## src/rtl/lia_result_snapshot_if.sv

```systemverilog
// Snapshot handshake bundle between the processor PIOs (master) and the
// lock-in result snapshot block (slave).
interface lia_result_snapshot_if #(
   parameter int OUT_W = 16,
   parameter int SEL_W = 3
);
   logic [SEL_W-1:0] sel;
   logic             snap_req;
   logic             snap_ack;
   logic [OUT_W-1:0] lia_x_export;
   logic [OUT_W-1:0] lia_y_export;
   logic             snap_fresh;

   modport master (
      output sel, snap_req,
      input  snap_ack, lia_x_export, lia_y_export, snap_fresh
   );

   modport slave (
      input  sel, snap_req,
      output snap_ack, lia_x_export, lia_y_export, snap_fresh
   );
endinterface

```

## src/rtl/lia_result_snapshot.sv

```systemverilog
// Lock-in return path: block-averages per-channel X/Y results and hands one
// coherent X/Y pair to the processor under a 4-phase req/ack handshake.
module lia_result_snapshot #(
   parameter int NCH      = 8,
   parameter int IN_W     = 24,
   parameter int OUT_W    = 16,
   parameter int AVG_LOG2 = 4
) (
   input  logic                clk_clk,
   input  logic                reset_reset_n,
   input  logic [NCH-1:0]      in_valid,
   input  logic [NCH*IN_W-1:0] in_x,
   input  logic [NCH*IN_W-1:0] in_y,
   input  logic                ovf_clr,
   output logic [NCH-1:0]      ovf_flags,
   lia_result_snapshot_if.slave snap
);
   localparam int ACC_W = IN_W + AVG_LOG2 + 1;
   localparam int S     = AVG_LOG2 + IN_W - OUT_W;
   localparam int SEL_W = 3;
   localparam logic signed [ACC_W-1:0] RND  = ACC_W'(64'sd1 << (S - 1));
   localparam logic signed [ACC_W-1:0] MAXV = ACC_W'((64'sd1 << (OUT_W - 1)) - 64'sd1);
   localparam logic signed [ACC_W-1:0] MINV = ACC_W'(-(64'sd1 << (OUT_W - 1)));

   typedef enum logic [1:0] {IDLE, CAPTURE, ACK} state_t;

   logic signed [ACC_W-1:0] accX_q [NCH];
   logic signed [ACC_W-1:0] accX_d [NCH];
   logic signed [ACC_W-1:0] accY_q [NCH];
   logic signed [ACC_W-1:0] accY_d [NCH];
   logic [AVG_LOG2-1:0]     cnt_q  [NCH];
   logic [AVG_LOG2-1:0]     cnt_d  [NCH];
   logic [OUT_W-1:0]        resX_q [NCH];
   logic [OUT_W-1:0]        resX_d [NCH];
   logic [OUT_W-1:0]        resY_q [NCH];
   logic [OUT_W-1:0]        resY_d [NCH];
   logic [NCH-1:0]          fresh_q, fresh_d;
   logic [NCH-1:0]          ovf_q, ovf_d;

   state_t           state_q, state_d;
   logic [SEL_W-1:0] sel_q, sel_d;
   logic             ack_q, ack_d;
   logic [OUT_W-1:0] liaX_q, liaX_d;
   logic [OUT_W-1:0] liaY_q, liaY_d;
   logic             snapFresh_q, snapFresh_d;

   // Round half up by adding half an LSB before the arithmetic shift, then clamp.
   function automatic logic [OUT_W-1:0] roundSat(input logic signed [ACC_W-1:0] sum,
                                                 output logic sat);
      logic signed [ACC_W-1:0] r;
      r   = (sum + RND) >>> S;
      sat = 1'b0;
      if (r > MAXV) begin
         sat      = 1'b1;
         roundSat = MAXV[OUT_W-1:0];
      end else if (r < MINV) begin
         sat      = 1'b1;
         roundSat = MINV[OUT_W-1:0];
      end else begin
         roundSat = r[OUT_W-1:0];
      end
   endfunction

   // Per-channel accumulation; a completed block writes X and Y together and
   // its fresh/ovf set takes priority over a same-edge capture clear or ovf_clr.
   always_comb begin
      logic signed [IN_W-1:0]  sampX, sampY;
      logic signed [ACC_W-1:0] sumX, sumY;
      logic                    satX, satY;
      ovf_d   = ovf_clr ? '0 : ovf_q;
      fresh_d = fresh_q;
      if (state_q == CAPTURE) fresh_d[sel_q] = 1'b0;
      for (int i = 0; i < NCH; i++) begin
         accX_d[i] = accX_q[i];
         accY_d[i] = accY_q[i];
         cnt_d[i]  = cnt_q[i];
         resX_d[i] = resX_q[i];
         resY_d[i] = resY_q[i];
         sampX     = signed'(in_x[i*IN_W +: IN_W]);
         sampY     = signed'(in_y[i*IN_W +: IN_W]);
         sumX      = accX_q[i] + ACC_W'(sampX);
         sumY      = accY_q[i] + ACC_W'(sampY);
         satX      = 1'b0;
         satY      = 1'b0;
         if (in_valid[i]) begin
            if (cnt_q[i] == '1) begin
               resX_d[i]  = roundSat(sumX, satX);
               resY_d[i]  = roundSat(sumY, satY);
               accX_d[i]  = '0;
               accY_d[i]  = '0;
               cnt_d[i]   = '0;
               fresh_d[i] = 1'b1;
               if (satX || satY) ovf_d[i] = 1'b1;
            end else begin
               accX_d[i] = sumX;
               accY_d[i] = sumY;
               cnt_d[i]  = cnt_q[i] + 1'b1;
            end
         end
      end
   end

   // Snapshot FSM; outputs only move in CAPTURE so the PIO sees stable data in ACK.
   always_comb begin
      state_d     = state_q;
      sel_d       = sel_q;
      ack_d       = ack_q;
      liaX_d      = liaX_q;
      liaY_d      = liaY_q;
      snapFresh_d = snapFresh_q;
      case (state_q)
         IDLE: begin
            if (snap.snap_req) begin
               sel_d   = (int'(snap.sel) >= NCH) ? SEL_W'(NCH - 1) : snap.sel;
               state_d = CAPTURE;
            end
         end
         CAPTURE: begin
            liaX_d      = resX_q[sel_q];
            liaY_d      = resY_q[sel_q];
            snapFresh_d = fresh_q[sel_q];
            ack_d       = 1'b1;
            state_d     = ACK;
         end
         ACK: begin
            if (!snap.snap_req) begin
               ack_d   = 1'b0;
               state_d = IDLE;
            end
         end
         default: state_d = IDLE;
      endcase
   end

   // All state registers share one synchronous active-low reset.
   always_ff @(posedge clk_clk) begin
      if (!reset_reset_n) begin
         for (int i = 0; i < NCH; i++) begin
            accX_q[i] <= '0;
            accY_q[i] <= '0;
            cnt_q[i]  <= '0;
            resX_q[i] <= '0;
            resY_q[i] <= '0;
         end
         fresh_q     <= '0;
         ovf_q       <= '0;
         state_q     <= IDLE;
         sel_q       <= '0;
         ack_q       <= 1'b0;
         liaX_q      <= '0;
         liaY_q      <= '0;
         snapFresh_q <= 1'b0;
      end else begin
         for (int i = 0; i < NCH; i++) begin
            accX_q[i] <= accX_d[i];
            accY_q[i] <= accY_d[i];
            cnt_q[i]  <= cnt_d[i];
            resX_q[i] <= resX_d[i];
            resY_q[i] <= resY_d[i];
         end
         fresh_q     <= fresh_d;
         ovf_q       <= ovf_d;
         state_q     <= state_d;
         sel_q       <= sel_d;
         ack_q       <= ack_d;
         liaX_q      <= liaX_d;
         liaY_q      <= liaY_d;
         snapFresh_q <= snapFresh_d;
      end
   end

   assign ovf_flags         = ovf_q;
   assign snap.snap_ack     = ack_q;
   assign snap.lia_x_export = liaX_q;
   assign snap.lia_y_export = liaY_q;
   assign snap.snap_fresh   = snapFresh_q;
endmodule

```

## src/flat_wrapper.sv

```systemverilog
// flat-port wrapper written by rule: the top's interface ports become plain ports
module lia_result_snapshot_flat 
#(
   parameter int NCH      = 8,
   parameter int IN_W     = 24,
   parameter int OUT_W    = 16,
   parameter int AVG_LOG2 = 4
)
  (clk_clk, reset_reset_n, in_valid, in_x, in_y, ovf_clr, ovf_flags, snap_sel, snap_snap_req, snap_snap_ack, snap_lia_x_export, snap_lia_y_export, snap_snap_fresh);
  lia_result_snapshot_if #(.OUT_W(OUT_W), .SEL_W(3)) snap_i ();
  input  logic clk_clk;
  input  logic reset_reset_n;
  input  logic [NCH-1:0] in_valid;
  input  logic [NCH*IN_W-1:0] in_x;
  input  logic [NCH*IN_W-1:0] in_y;
  input  logic ovf_clr;
  output logic [NCH-1:0] ovf_flags;
  input wire logic [$bits(snap_i.sel)-1:0] snap_sel;
  input wire logic [$bits(snap_i.snap_req)-1:0] snap_snap_req;
  output wire logic [$bits(snap_i.snap_ack)-1:0] snap_snap_ack;
  output wire logic [$bits(snap_i.lia_x_export)-1:0] snap_lia_x_export;
  output wire logic [$bits(snap_i.lia_y_export)-1:0] snap_lia_y_export;
  output wire logic [$bits(snap_i.snap_fresh)-1:0] snap_snap_fresh;
  assign snap_i.sel = snap_sel;
  assign snap_i.snap_req = snap_snap_req;
  assign snap_snap_ack = snap_i.snap_ack;
  assign snap_lia_x_export = snap_i.lia_x_export;
  assign snap_lia_y_export = snap_i.lia_y_export;
  assign snap_snap_fresh = snap_i.snap_fresh;
  lia_result_snapshot #(.NCH(NCH), .IN_W(IN_W), .OUT_W(OUT_W), .AVG_LOG2(AVG_LOG2)) u_core (.clk_clk(clk_clk), .reset_reset_n(reset_reset_n), .in_valid(in_valid), .in_x(in_x), .in_y(in_y), .ovf_clr(ovf_clr), .ovf_flags(ovf_flags), .snap(snap_i));
endmodule
```

## config.mk

```make
export PLATFORM = sky130hd
export DESIGN_NAME = lia_result_snapshot_flat
export DESIGN_NICKNAME = d
export VERILOG_FILES = /design/src/rtl/lia_result_snapshot_if.sv /design/src/rtl/lia_result_snapshot.sv /design/src/flat_wrapper.sv
export SDC_FILE = /design/constraint.sdc
export NUM_CORES = 2
export LEC_CHECK = 0
export CORE_MARGIN = 2
export CORE_UTILIZATION = 62
export CTS_BUF_LIST = sky130_fd_sc_hd__clkbuf_8
export DETAILED_ROUTE_END_ITERATION = 16
export PLACE_DENSITY = 0.86
export SETUP_SLACK_MARGIN = 0.4
export SLEW_MARGIN = 20
export SYNTH_ARGS = -nofsm -noshare
export SYNTH_HDL_FRONTEND = slang
export SYNTH_SLANG_ARGS = --single-unit
```

## constraint.sdc

```tcl
create_clock -name clk_clk -period 5.9 [get_ports clk_clk]
set_input_delay 0.885 -clock clk_clk [delete_from_list [all_inputs] [get_ports clk_clk]]
set_output_delay 0.885 -clock clk_clk [all_outputs]
set_load 0.1 [all_outputs]
```

==> results.toml <==
[worst_setup_path]
crit_type = "in -> reg"
cpPeakStageDelay_ns = 0.69
cp_top_family = "compound AO/OA/AOI/OAI gates"
required_ns = 6.44
cp_num_cells = 17
ff2ff_path_depth = 16
crit_slowest_cell = "o21ai_0"
crit_chain = "clkdlybuf4s50_1 > ha_1 > inv_1 > fa_1 > nor2b_1 > o31ai_1 > a211o_1 > and2_1 > a311oi_1 > ha_1 > inv_1 > or4_1 > or3_1 > nand3_1 > mux2i_1 > o21ai_0 > o21ai_0"
endpoint_kind = "flip-flop"
crit_path_start_kind = "input pin"
worstPathMaxFanout = 11
cp_data_arrival_time_ns = 5.72
crit_buf_inv = 3

[floorplanning]
initial_utilization_pct = 62.7
io_pins = 441
coreArea_um2 = 100000
fp-row-count = 116
die_y_um = 323
dieArea_um2 = 104000
dieWidth_um = 323

[placed_design]
hpwl_um = 145000
numPortBuffers = 440
dpl-instance-area_um2 = 68600
placed_cells = 9131
routabilityCongestion = 1.02

[cells_and_area]
final_cell_area_um2 = 71700
n_fill_cell = 7917
drive_gt1_share_pct = 7.12
final_cell_mix = "nor2_1 (958), a21oi_1 (639), dfxtp_1 (548)"
final_cells = 9414
area_delta_synth_final_pct = 13.8
final_common_cell = "nor2_1"
layout.nets = 8812

[min_path]
hold_class = "reg -> reg"
min_path_cells = 2

[clock_tree]
clk_pin_slew_ns = 0.06
cts_tree = "built"
clk_latency_ns = 0.86
cts.path.max_buffers = 3
cts_inserted_buffers = 149
post_cts_resized = 0
cts_sinks = 807
root_buffer = "clkbuf_8"
cts_hold_buffers = 0
cts.htree.levels = 4
post-cts-setup-buffer-count = 0

[routing]
final_antenna_net_count = 0
firstDrtPassIters = 6
drc = 0
vias_per_cell = 6.45
wl_per_cell_um = 20.5
initialDrtViolationCount = 5861
wirelength_um = 193000
dr_total_vias = 60700

[grt]
grt_first_pass_wirelength_um = 300000
grt.total_usage_pct = 35.7
antenna_found_initial = 9
overflow = 0
grt_max_degree = 136
grt_pass1_vias = 56300

[logic_synthesis]
synth_xor_area_share_pct = 8.15
synth_warnings = 0
synth_top_family_by_area = "compound AO/OA/AOI/OAI gates"
async_reset_ff_share_pct = 0
synthAdderAreaFrac_pct = 9.88
avgSynthCellArea_um2 = 8.32
yosysSeqAreaShare_pct = 29.7
synth_largest_type_area_fraction_pct = 17.5
synth-simple-area-share_pct = 19.7
yosysTopAreaCell = "dfxtp_1"
ys_seq_elements = 807
synthMuxAreaShare_pct = 3.66
yosys_most_used_dff = "dfxtp_1"
synth_nets = 8464
synthCells = 7577
synth_edf_count = 256
synth-compound-area-share_pct = 25.4
synth.area.top_cells = "dfxtp_1 (18%), edfxtp_1 (12%), ha_1 (9.4%)"
syn_area_um2 = 63000
ys_types = 119

[sta]
rsz0062_at_grt = "false"
setup_tns_ns = 0
holdWs_ns = 0.467
max_freq_mhz = 193
finalCritPeriodShare_pct = 87.7
period_minus_slack_ns = 5.18
slew-limit-headroom_pct = 20.5
fin_worst_skew_ns = 0.0441
setup_viol = 0
tightest_slew_ns = 1.19
drv_slew = 0
finalHoldViolations = 0

[pwr]
peakVddDrop_mv = 0.201
leakagePower_nw = 29.4
power_density_nw_per_um2 = 307
power_mw = 22.0

[flow_run]
maxCapViolations = 0

[status]
outcome = "complete, no violations"
## stage by stage
step	worst slack, ns	utilization (%)
floorplan	0.825	-
global placement	0.0949	68.3
detailed placement	-0.0731	68.3
CTS	0.860	71.4
global route	0.459	71.4
finish	0.724	71.4
## cells by family after synthesis
family                     count (synthesis)
and+or+nand+nor                         2568
AOI/OAI and AO/OA                       2424
DFF                                      807
xor gates and xnor gates                 584
buffers and inverters                    559
adders and majority gates                488
muxes                                    147
## power breakdown
group	switching (mW)	internal, mW	total (mW)	leakage [nW]
clock network	2.68	3.00	5.68	1.74
logic	5.73	3.74	9.46	20.5
registers	0.440	6.41	6.85	7.17
total	8.85	13.1	22.0	29.4
## cell usage after synthesis, types with 24 or more instances
library cell	n
a211o_1	31
a211oi_1	129
a21o_1	192
a21oi_1	639
a22oi_1	311
a31oi_1	55
and2_1	96
and3_1	79
and4_1	34
buf_1	24
buf_2	41
clkbuf_1	303
dfxtp_1	551
edfxtp_1	256
ha_1	472
inv_1	177
mux2i_1	73
mux4_2	66
nand2_1	515
nand2b_1	84
nand3_1	195
nand4_1	111
nor2_1	959
nor2b_1	63
nor3_1	148
nor3b_1	30
nor4_1	38
o211ai_1	74
o21a_1	100
o21ai_0	421
o21ai_1	62
o21bai_1	45
o31ai_1	25
or2_2	28
or3_1	66
xnor2_1	345
xor2_1	236
## metal layers
layer  global-route usage (%)  part of all wire (%)  up-vias
met5                        0                 0.038        -
met4                     13.0                   3.5       10
met3                     7.36                    10      442
met2                     56.2                    44     2662
met1                     48.4                    42    28600
li1                         -                     -    29000
## layout make-up
type / instances / area, µm² / share of cell area (%)
multi-input cells: 6211 / 42100 / 58.7
flip-flops and latches: 807 / 18700 / 26.1
repair buffers: 574 / 5360 / 7.48
clock buffers: 166 / 2280 / 3.19
well taps: 1357 / 1700 / 2.37
clock inverters: 113 / 808 / 1.13
inverters: 182 / 691 / 0.963
diodes: 4 / 10.0 / 0.0140
## registers in the layout (all words and copies together), names as in the netlist
name and flops:
u_core.sel_q 3, u_core.cnt_q 32, u_core.fresh_q 8, u_core.ovf_flags 8
u_core.accY_q 232, u_core.resX_q 128, u_core.state_q 2, u_core.snap.snap_ack 1
u_core.accX_q 232, u_core.snap.snap_fresh 1, u_core.resY_q 128, u_core.snap.lia_x_export 16
u_core.snap.lia_y_export 16
## final timing paths
check / start / end / slack (ns)
setup reg to reg: u_core.accY_q[1][0] / u_core.resY_q[4][4] / 0.91
setup / recovery: in_y[96] / u_core.resY_q[4][4] / 0.72
hold / removal: u_core.accX_q[1][33] / u_core.accX_q[1][33] / 0.47
hold reg to reg: u_core.accX_q[1][33] / u_core.accX_q[1][33] / 0.47
## worst register-to-register path: cells and delay by family, from the launching register on
kind	cells	cell delay [ns]
flip-flops	1	0.33
AND/OR/NAND/NOR	5	1.50
buffers and inverters	2	0.13
adder cells (fa/ha/maj)	3	0.81
AO/OA/AOI/OAI	5	1.80
multiplexers	1	0.11
No activity file was read; power rests on OpenSTA's default activity.
